<file path="src/rtl/operand_hazard_ctrl.sv">
// Operand hazard controller: scoreboard of pending writes in EX/WB, ID stall, registered EX forwarding selects.
// Latency: stall is combinational from ID fields and scoreboard; fwd_a/fwd_b are registered and apply in the following EX cycle.
// Backpressure: stall freezes PC and IF/ID and injects a bubble into EX; flush overrides stall and squashes the ID instruction.
//
// Optional feature macro: OPERAND_FWD_EN
//   defined   -> EX/WB forwarding, stall only on load-use (1 cycle)
//   undefined -> interlock only, fwd_a/fwd_b tied to 00
//
// Ports:
//   clk, reset            clock (rising edge), asynchronous active-high reset
//   id_valid              ID stage holds a real instruction
//   id_sa, id_sb          ID source A/B register addresses
//   id_ma, id_mb          1 = operand comes from PC/constant, not the register file
//   id_rw, id_da, id_md   ID writes the register file, destination, is a load
//   flush                 branch taken in EX; squash the ID instruction
//   stall                 freeze PC and IF/ID, bubble into EX
//   fwd_a, fwd_b          EX operand select: 00 regfile, 01 EX result, 10 WB result

module operand_hazard_ctrl #(
  parameter int AW = 3
) (
  input  logic          clk,
  input  logic          reset,
  input  logic          id_valid,
  input  logic [AW-1:0] id_sa,
  input  logic [AW-1:0] id_sb,
  input  logic          id_ma,
  input  logic          id_mb,
  input  logic          id_rw,
  input  logic [AW-1:0] id_da,
  input  logic          id_md,
  input  logic          flush,
  output logic          stall,
  output logic [1:0]    fwd_a,
  output logic [1:0]    fwd_b
);

  // Scoreboard: the instructions currently in EX and WB
  logic          r_ex_v;
  logic          r_ex_rw;
  logic [AW-1:0] r_ex_da;
  logic          r_wb_v;
  logic          r_wb_rw;
  logic [AW-1:0] r_wb_da;

  logic w_use_a, w_use_b;
  logic w_mex_a, w_mex_b, w_mwb_a, w_mwb_b;
  logic w_haz;
  logic w_issue;

  // Constant operands bypass the register file and so can never hazard
  assign w_use_a = id_valid & ~id_ma;
  assign w_use_b = id_valid & ~id_mb;

  assign w_mex_a = r_ex_v & r_ex_rw & (r_ex_da == id_sa);
  assign w_mex_b = r_ex_v & r_ex_rw & (r_ex_da == id_sb);
  assign w_mwb_a = r_wb_v & r_wb_rw & (r_wb_da == id_sa);
  assign w_mwb_b = r_wb_v & r_wb_rw & (r_wb_da == id_sb);

  // flush wins over any hazard: the ID instruction is discarded anyway
  assign stall   = w_haz & ~flush;
  assign w_issue = id_valid & ~stall & ~flush;

  always_ff @(posedge clk or posedge reset) begin
    if (reset) begin
      r_ex_v  <= 1'b0;
      r_ex_rw <= 1'b0;
      r_ex_da <= '0;
      r_wb_v  <= 1'b0;
      r_wb_rw <= 1'b0;
      r_wb_da <= '0;
    end else begin
      r_wb_v  <= r_ex_v;
      r_wb_rw <= r_ex_rw;
      r_wb_da <= r_ex_da;
      r_ex_v  <= w_issue;
      r_ex_rw <= id_rw;
      r_ex_da <= id_da;
    end
  end

`ifdef OPERAND_FWD_EN
  logic       r_ex_md;
  logic [1:0] r_fwd_a, r_fwd_b;
  logic [1:0] w_sel_a, w_sel_b;

  // Only a load still in EX cannot be forwarded; everything else is bypassed
  assign w_haz = (w_use_a & w_mex_a & r_ex_md) | (w_use_b & w_mex_b & r_ex_md);

  // EX match checked first so the youngest writer of a register wins
  always_comb begin
    w_sel_a = 2'b00;
    if (w_use_a) begin
      if (w_mex_a & ~r_ex_md) w_sel_a = 2'b01;
      else if (w_mwb_a)       w_sel_a = 2'b10;
    end
    w_sel_b = 2'b00;
    if (w_use_b) begin
      if (w_mex_b & ~r_ex_md) w_sel_b = 2'b01;
      else if (w_mwb_b)       w_sel_b = 2'b10;
    end
  end

  always_ff @(posedge clk or posedge reset) begin
    if (reset) begin
      r_ex_md <= 1'b0;
      r_fwd_a <= 2'b00;
      r_fwd_b <= 2'b00;
    end else begin
      r_ex_md <= id_md;
      // A bubble entering EX must not steer the operand muxes
      r_fwd_a <= w_issue ? w_sel_a : 2'b00;
      r_fwd_b <= w_issue ? w_sel_b : 2'b00;
    end
  end

  assign fwd_a = r_fwd_a;
  assign fwd_b = r_fwd_b;
`else
  logic w_unused_md;

  // No bypass and no regfile write-through: wait until the producer has left WB
  assign w_haz = (w_use_a & (w_mex_a | w_mwb_a)) | (w_use_b & (w_mex_b | w_mwb_b));

  // Load timing is irrelevant when every producer is waited out
  assign w_unused_md = id_md;

  assign fwd_a = 2'b00;
  assign fwd_b = 2'b00;
`endif

endmodule

</file>
<file path="config.mk">
export PLATFORM = sky130hd
export DESIGN_NAME = operand_hazard_ctrl
export DESIGN_NICKNAME = d
export VERILOG_FILES = /design/src/rtl/operand_hazard_ctrl.sv
export SDC_FILE = /design/constraint.sdc
export NUM_CORES = 1
export LEC_CHECK = 0
export CORE_MARGIN = 4
export CORE_UTILIZATION = 30
export CTS_BUF_LIST = sky130_fd_sc_hd__clkbuf_16
export DETAILED_ROUTE_END_ITERATION = 10
export PLACE_DENSITY_LB_ADDON = 0.2
export SYNTH_ARGS = -nofsm -noshare
export SYNTH_HDL_FRONTEND = slang
export SYNTH_SLANG_ARGS = --single-unit
</file>
<file path="constraint.sdc">
create_clock -name clk -period 1.2 [get_ports clk]
set_input_delay 0.3 -clock clk [delete_from_list [all_inputs] [get_ports clk]]
set_output_delay 0.3 -clock clk [all_outputs]
set_load 0.01 [all_outputs]
</file>
==> results by group, run 1 <==
Run status
  • Status: finished with violations
  • Failing checks: setup timing

STA
  • Final hold slack: 0.334 ns
  • Period utilization: 1.48
  • Final setup fails: 2
  • Post-route setup slack: -0.575 ns
  • Max Clk Rate: 563 MHz
  • RSZ-0062 raised after global routing: true
  • Shortest period the worst path allows: 1.78 ns
  • Worst Skew: 0.000294 ns
  • Max-slew violations: 0
  • Final Hold Fails: 0

Placed design
  • Placed inst area: 627 um^2
  • Pre-CTS setup slack: -1.13 ns
  • IO Port Bufs: 16
  • Routability congestion estimate from global placement: 0.716

Global routing
  • Global route overflow: 0
  • Pin count of the biggest net entering global routing: 11
  • Vias in the first global route: 354
  • First-pass GRT wire length: 1320 um
  • Antenna violations before repair: 0
  • Gr usage total: 0.0953

Detailed routing
  • Drt first pass iters: 4
  • DR DRC count: 0
  • Metal2 WL: 394 um
  • Via count: 341
  • Met3 wire len: 99 um
  • M1 WL: 311 um
  • Top Metal Used: met4
  • Antenna viol nets, final: 0
  • Drt total wl: 845 um
  • WL/cell: 11.4 um
  • Initial drt markers: 1
  • Vias per cell: 4.61

Setup path
  • CP max FO: 3
  • Worst-path cell chain: xor2_1 -> nor4_1 -> o21ai_1 -> a21oi_2 -> buf_2
  • Crit end category: output pin
  • Crit-path leading delay family: flip-flops
  • Crit start category: flop
  • Data required, critical path: 0.90 ns
  • Crit path buf inv count: 1
  • Crit Path Class: flop to output pin
  • CP arrival: 1.48 ns
  • Max incr delay on CP: 0.40 ns
  • Slowest stage cell, crit path: dfrtp_1

Cells and area
  • Ant. Diodes: 0
  • Share of cells above drive strength 1: 0.102
  • Most common cell after layout, fill and taps aside: xor2_1
  • Layout Area Growth over Synthesis: 51.4%
  • Nets: 78
  • Commonest non-fill, non-tap cells in the layout: xor2_1, dfrtp_1, clkdlybuf4s50_1
  • Fin area: 701 um^2
  • Total of fill cells in the finished design: 128

Floorplan
  • Core box area: 1380 um^2
  • Die extent in y: 47.3 um
  • DIE WIDTH: 47.3 um
  • Die ar.: 2240 um^2
  • Initial Utilization: 0.335
  • Ports: 22
  • Rows: 13

Power and ir drop
  • PD cells: 1470 nW/um^2
  • VDD IR max: 1.02 mV
  • P_leak: 0.326 nW

Synth
  • Ys Warns: 0
  • Post-Syn Area: 463 um^2
  • Yosys top cell area share: 0.541
  • Post-Syn Area per Cell: 11.6 um^2
  • Post-Synthesis Cells: 40
  • Sequential-to-total area share from yosys stat: 0.541
  • Cell taking the most area after synthesis: dfrtp_1
  • Flops & latches, synth: 10
  • Synth top area cells: dfrtp_1, xor2_1, buf_4
  • Yosys cell types: 11

Clock tree
  • # hold bufs at CTS: 0
  • H-tree Lvls: 1
  • Total CTS buffers: 3
  • CTS tree: done
  • Sink Count: 10
  • Skew-Pair Late Insertion Delay: 0.23 ns
  • Clk buf depth: 2
  • Worst-path clk slew: 0.04 ns
  • Root buf cell: clkbuf_16

Run
  • # Max-Cap Violations: 0

Min path
  • Hold Crit Class: primary input to async pin
[worst reg2reg max path: cells and delay by family (launching register included)]
family | cells | cell delay, ns
AOI/OAI and AO/OA | 1 | 0.12
and+or+nand+nor | 2 | 0.54
xor gates and xnor gates | 1 | 0.15
DFF | 1 | 0.40
[layer usage]
metal / vias up / global-route usage
li1: 165 / -
met1: 155 / 0.0920
met2: 17 / 0.150
met3: 4 / 0.0230
met4: 0 / 0.116
met5: - / 0
[worst paths after layout]
check	startpoint	to	slack, ns	cells past startpoint
min in group clk	r_ex_rw	r_wb_rw	0.37	0
setup reg to reg	r_ex_da[0]	r_ex_v	-0.13	4
hold / removal	reset	r_ex_da[1]	0.33	2
max in group asynchronous	reset	r_wb_da[0]	0.61	2
hold reg to reg	r_ex_rw	r_wb_rw	0.37	0
setup / recovery	r_ex_da[2]	stall	-0.58	5
[stage by stage]
step	instances	setup TNS (ns)	utilization	power, mW
3_5_place_dp	70	-1.62	0.453	0.482
4_1_cts	73	-0.750	0.500	1.05
3_3_place_gp	70	-1.57	0.453	0.480
6_report	74	-0.708	0.507	1.03
5_1_grt	74	-0.939	0.507	1.08
2_1_floorplan	43	-0.188	-	0.424
[cell usage after synthesis]
cell	instances
dfrtp_1	10
nor2b_1	2
nand2_1	2
o21ai_1	2
buf_4	4
a21oi_1	1
nor4_1	4
xor2_1	12
and4b_1	1
inv_1	1
conb_1	1
[report_power, final]
| part | switching (mW) | internal [mW] |
|---|---|---|
| clock network | 0.131 | 0.430 |
| logic | 0.0432 | 0.0595 |
| registers | 0.0119 | 0.357 |
| total | 0.186 | 0.846 |
[state kept, by name, indices dropped and copies added, names as in the netlist]
name     count
r_wb_da      3
r_ex_v       1
r_ex_rw      1
r_ex_da      3
r_wb_rw      1
r_wb_v       1
[repair_timing]
| item | CTS | global route |
|---|---|---|
| resized for setup | 9 | 1 |
| setup buffers | 0 | 1 |
| pin swaps | 6 | 6 |
| endpoints found under the setup margin | 2 | 2 |
[cell families after synthesis]
family | count (synthesis) | share of synthesized area
other cells | 1 | 0.00810
simple gates | 9 | 0.119
buf+inv | 5 | 0.0730
compound gates | 3 | 0.0324
xor+xnor | 12 | 0.227
flops | 10 | 0.541
[cell type report]
| type | count | area, um^2 | share of cell area |
|---|---|---|---|
| Clock buffer | 3 | 75.1 | 0.107 |
| Inverter | 1 | 3.75 | 0.00536 |
| Multi-Input combinational cell | 28 | 194 | 0.277 |
| Sequential cell | 10 | 250 | 0.357 |
| Tap cell | 15 | 18.8 | 0.0268 |
| Timing Repair Buffer | 17 | 159 | 0.227 |
Note: power is estimated with default switching activity, not from simulation.
==> run 2, diff against run 1 <==
- clock period: 1.2 -> 1.4 ns (I/O delays scaled with it)
==> run 2 against run 1 <==
Effect of this change: the run still ends with setup timing left; clock-buffer cell count stayed put; cell area is 0.89% higher; non-clock buffer count stayed put; power is 13% lower; sequential power is 14% lower.
==> results by group, run 2 (same netlist as run 1, synthesis figures left out) <==
Run status
  • Status: finished with violations (unchanged)
  • Failing checks: setup timing (unchanged)

STA
  • Max-slew violations: 0 (unchanged)
  • Shortest period the worst path allows: 1.81 ns
  • RSZ-0062 raised after global routing: true (unchanged)
  • Worst Skew: 0.00189 ns (was 0.000294 ns)
  • Period utilization: 1.29
  • Max Clk Rate: 552 MHz
  • Final setup fails: 1 (was 2)
  • Post-Route Setup TNS: -0.413 ns (was -0.708 ns)
  • Final Hold Fails: 0 (unchanged)
  • Post-route setup slack: -0.413 ns (was -0.575 ns)

Global routing
  • Global route overflow: 0 (unchanged)
  • Antenna violations before repair: 0 (unchanged)
  • Gr usage total: 0.0906 (was 0.0953)
  • Pin count of the biggest net entering global routing: 11 (unchanged)
  • Vias in the first global route: 340 (was 354)
  • First-pass GRT wire length: 1280 um (was 1320 um)

Cells and area
  • Share of cells above drive strength 1: 0.117 (was 0.102)
  • Commonest non-fill, non-tap cells in the layout: xor2_1, dfrtp_1, clkdlybuf4s50_1 (unchanged)
  • Most common cell after layout, fill and taps aside: xor2_1 (unchanged)
  • Multi-input gate area: 200 um^2 (was 194 um^2)
  • Nets: 78 (unchanged)
  • Cell Count, Final, Fillers Out: 75 (was 74)
  • Fin area: 707 um^2 (was 701 um^2)
  • Layout Area Growth over Synthesis: 52.7% (was 51.4%)
  • Sequential cell area: 250 um^2 (unchanged)
  • Ant. Diodes: 0 (unchanged)
  • Total of fill cells in the finished design: 130 (was 128)
  • Leading registers by flop count: r_ex_da (3), r_wb_da (3) (unchanged)

Placed design
  • Placed cells: 70 (unchanged)
  • Pre-CTS setup slack: -1.01 ns (was -1.13 ns)
  • Placed inst area: 627 um^2 (unchanged)
  • Routability congestion estimate from global placement: 0.692 (was 0.716)
  • IO Port Bufs: 16 (unchanged)
  • DP HPWL: 689 um

Setup path
  • CP max FO: 3 (unchanged)
  • CP arrival: 1.46 ns (was 1.48 ns)
  • Data required, critical path: 1.05 ns (was 0.90 ns)
  • Crit start category: flop (unchanged)
  • Crit Path Class: flop to output pin (unchanged)
  • Slowest stage cell, crit path: dfrtp_1 (unchanged)
  • Max incr delay on CP: 0.40 ns (about the same)
  • Crit end category: output pin (unchanged)
  • Worst-path cell chain: xor2_1 -> nor4_1 -> o21ai_1 -> a21oi_2 -> buf_2 (unchanged)

Clock tree
  • H-tree Lvls: 1 (unchanged)
  • Clk buf depth: 2 (unchanged)
  • Worst-path clk slew: 0.04 ns (about the same)
  • Total CTS buffers: 3 (unchanged)
  • Sink Count: 10 (unchanged)
  • Root buf cell: clkbuf_16 (unchanged)
  • CTS tree: done (unchanged)
  • Skew-Pair Late Insertion Delay: 0.23 ns (about the same)

Floorplan
  • Core box area: 1380 um^2 (unchanged)
  • Rows: 13 (unchanged)
  • DIE WIDTH: 47.3 um (unchanged)
  • Die extent in y: 47.3 um (unchanged)
  • Ports: 22 (unchanged)
  • Initial Utilization: 0.335 (unchanged)
  • Die ar.: 2240 um^2 (unchanged)

Min path
  • Hold Crit Class: flop to flop (was primary input to async pin)

Detailed routing
  • WL/cell: 11.3 um (was 11.4 um)
  • Initial drt markers: 2 (was 1)
  • DR DRC count: 0 (unchanged)
  • Drt first pass iters: 2 (was 4)
  • Via count: 332 (was 341)
  • Antenna viol nets, final: 0 (unchanged)
  • Drt total wl: 846 um (was 845 um)
  • Vias per cell: 4.43 (was 4.61)

Power and ir drop
  • Pwr Total: 896 uW (was 1.03 mW)
  • VDD IR max: 0.862 mV (was 1.02 mV)
  • PD cells: 1270 nW/um^2 (was 1470 nW/um^2)
  • P_leak: 0.320 nW (was 0.326 nW)

Run
  • # Max-Cap Violations: 0 (unchanged)
[run 2: worst max-delay path: cells and delay by family, from the launching register on]
kind | cells | cell delay, ns
AO/OA/AOI/OAI | 2 | 0.27
flip-flops | 1 | 0.40
AND/OR/NAND/NOR | 1 | 0.28
buffers and inverters | 1 | 0.13
XOR/XNOR | 1 | 0.15
[run 2: path summary, 6_finish.rpt]
| kind | from | cells after the start | slack (ns) | end |
|---|---|---|---|---|
| worst min-delay path | r_ex_rw | 0 | 0.37 | r_wb_rw |
| min in group asynchronous | reset | 2 | 0.39 | r_ex_rw |
| max in group asynchronous | reset | 2 | 0.75 | r_wb_v |
| worst max register to register | r_ex_da[2] | 4 | 0.08 | r_ex_v |
| worst max-delay path | r_ex_da[2] | 5 | -0.41 | stall |
| worst min register to register | r_ex_rw | 0 | 0.37 | r_wb_rw |
[run 2: metal layers]
layer,track usage,routed length (um),up-vias
met5,0,0,-
met4,0.0994,10,0
met3,0.0268,96,2
met2,0.142,420,15
met1,0.0896,318,151
li1,-,-,164
[run 2: final cells by class]
cell class | count | share of cell area
clock buffer | 3 | 0.106
clock inverter | 1 | 0.00531
inverter | 1 | 0.00531
multi-input combinational | 28 | 0.283
sequential | 10 | 0.354
tap | 15 | 0.0265
timing repair buffer | 17 | 0.219
[run 2: timing repair]
| action | CTS | global route |
|---|---|---|
| setup endpoints to repair | 2 | 2 |
| hold buffers | 0 | 0 |
| pin swaps | 6 | 8 |
| gates resized for setup | 10 | 1 |
| buffers inserted | 1 | 0 |
[run 2: through the flow]
stage / hold WS [ns] / utilization
floorplan: 0.190 / -
global placement: 0.358 / 0.453
detailed placement: 0.360 / 0.453
CTS: 0.371 / 0.507
global route: 0.381 / 0.511
finish: 0.371 / 0.511
[run 2: power by group]
group          leakage, nW  total [mW]  switching, mW  internal, mW
logic                0.162      0.0892         0.0386        0.0506
clock network       0.0385       0.491          0.118         0.373
registers            0.119       0.316         0.0108         0.305
total                0.320       0.896          0.167         0.729
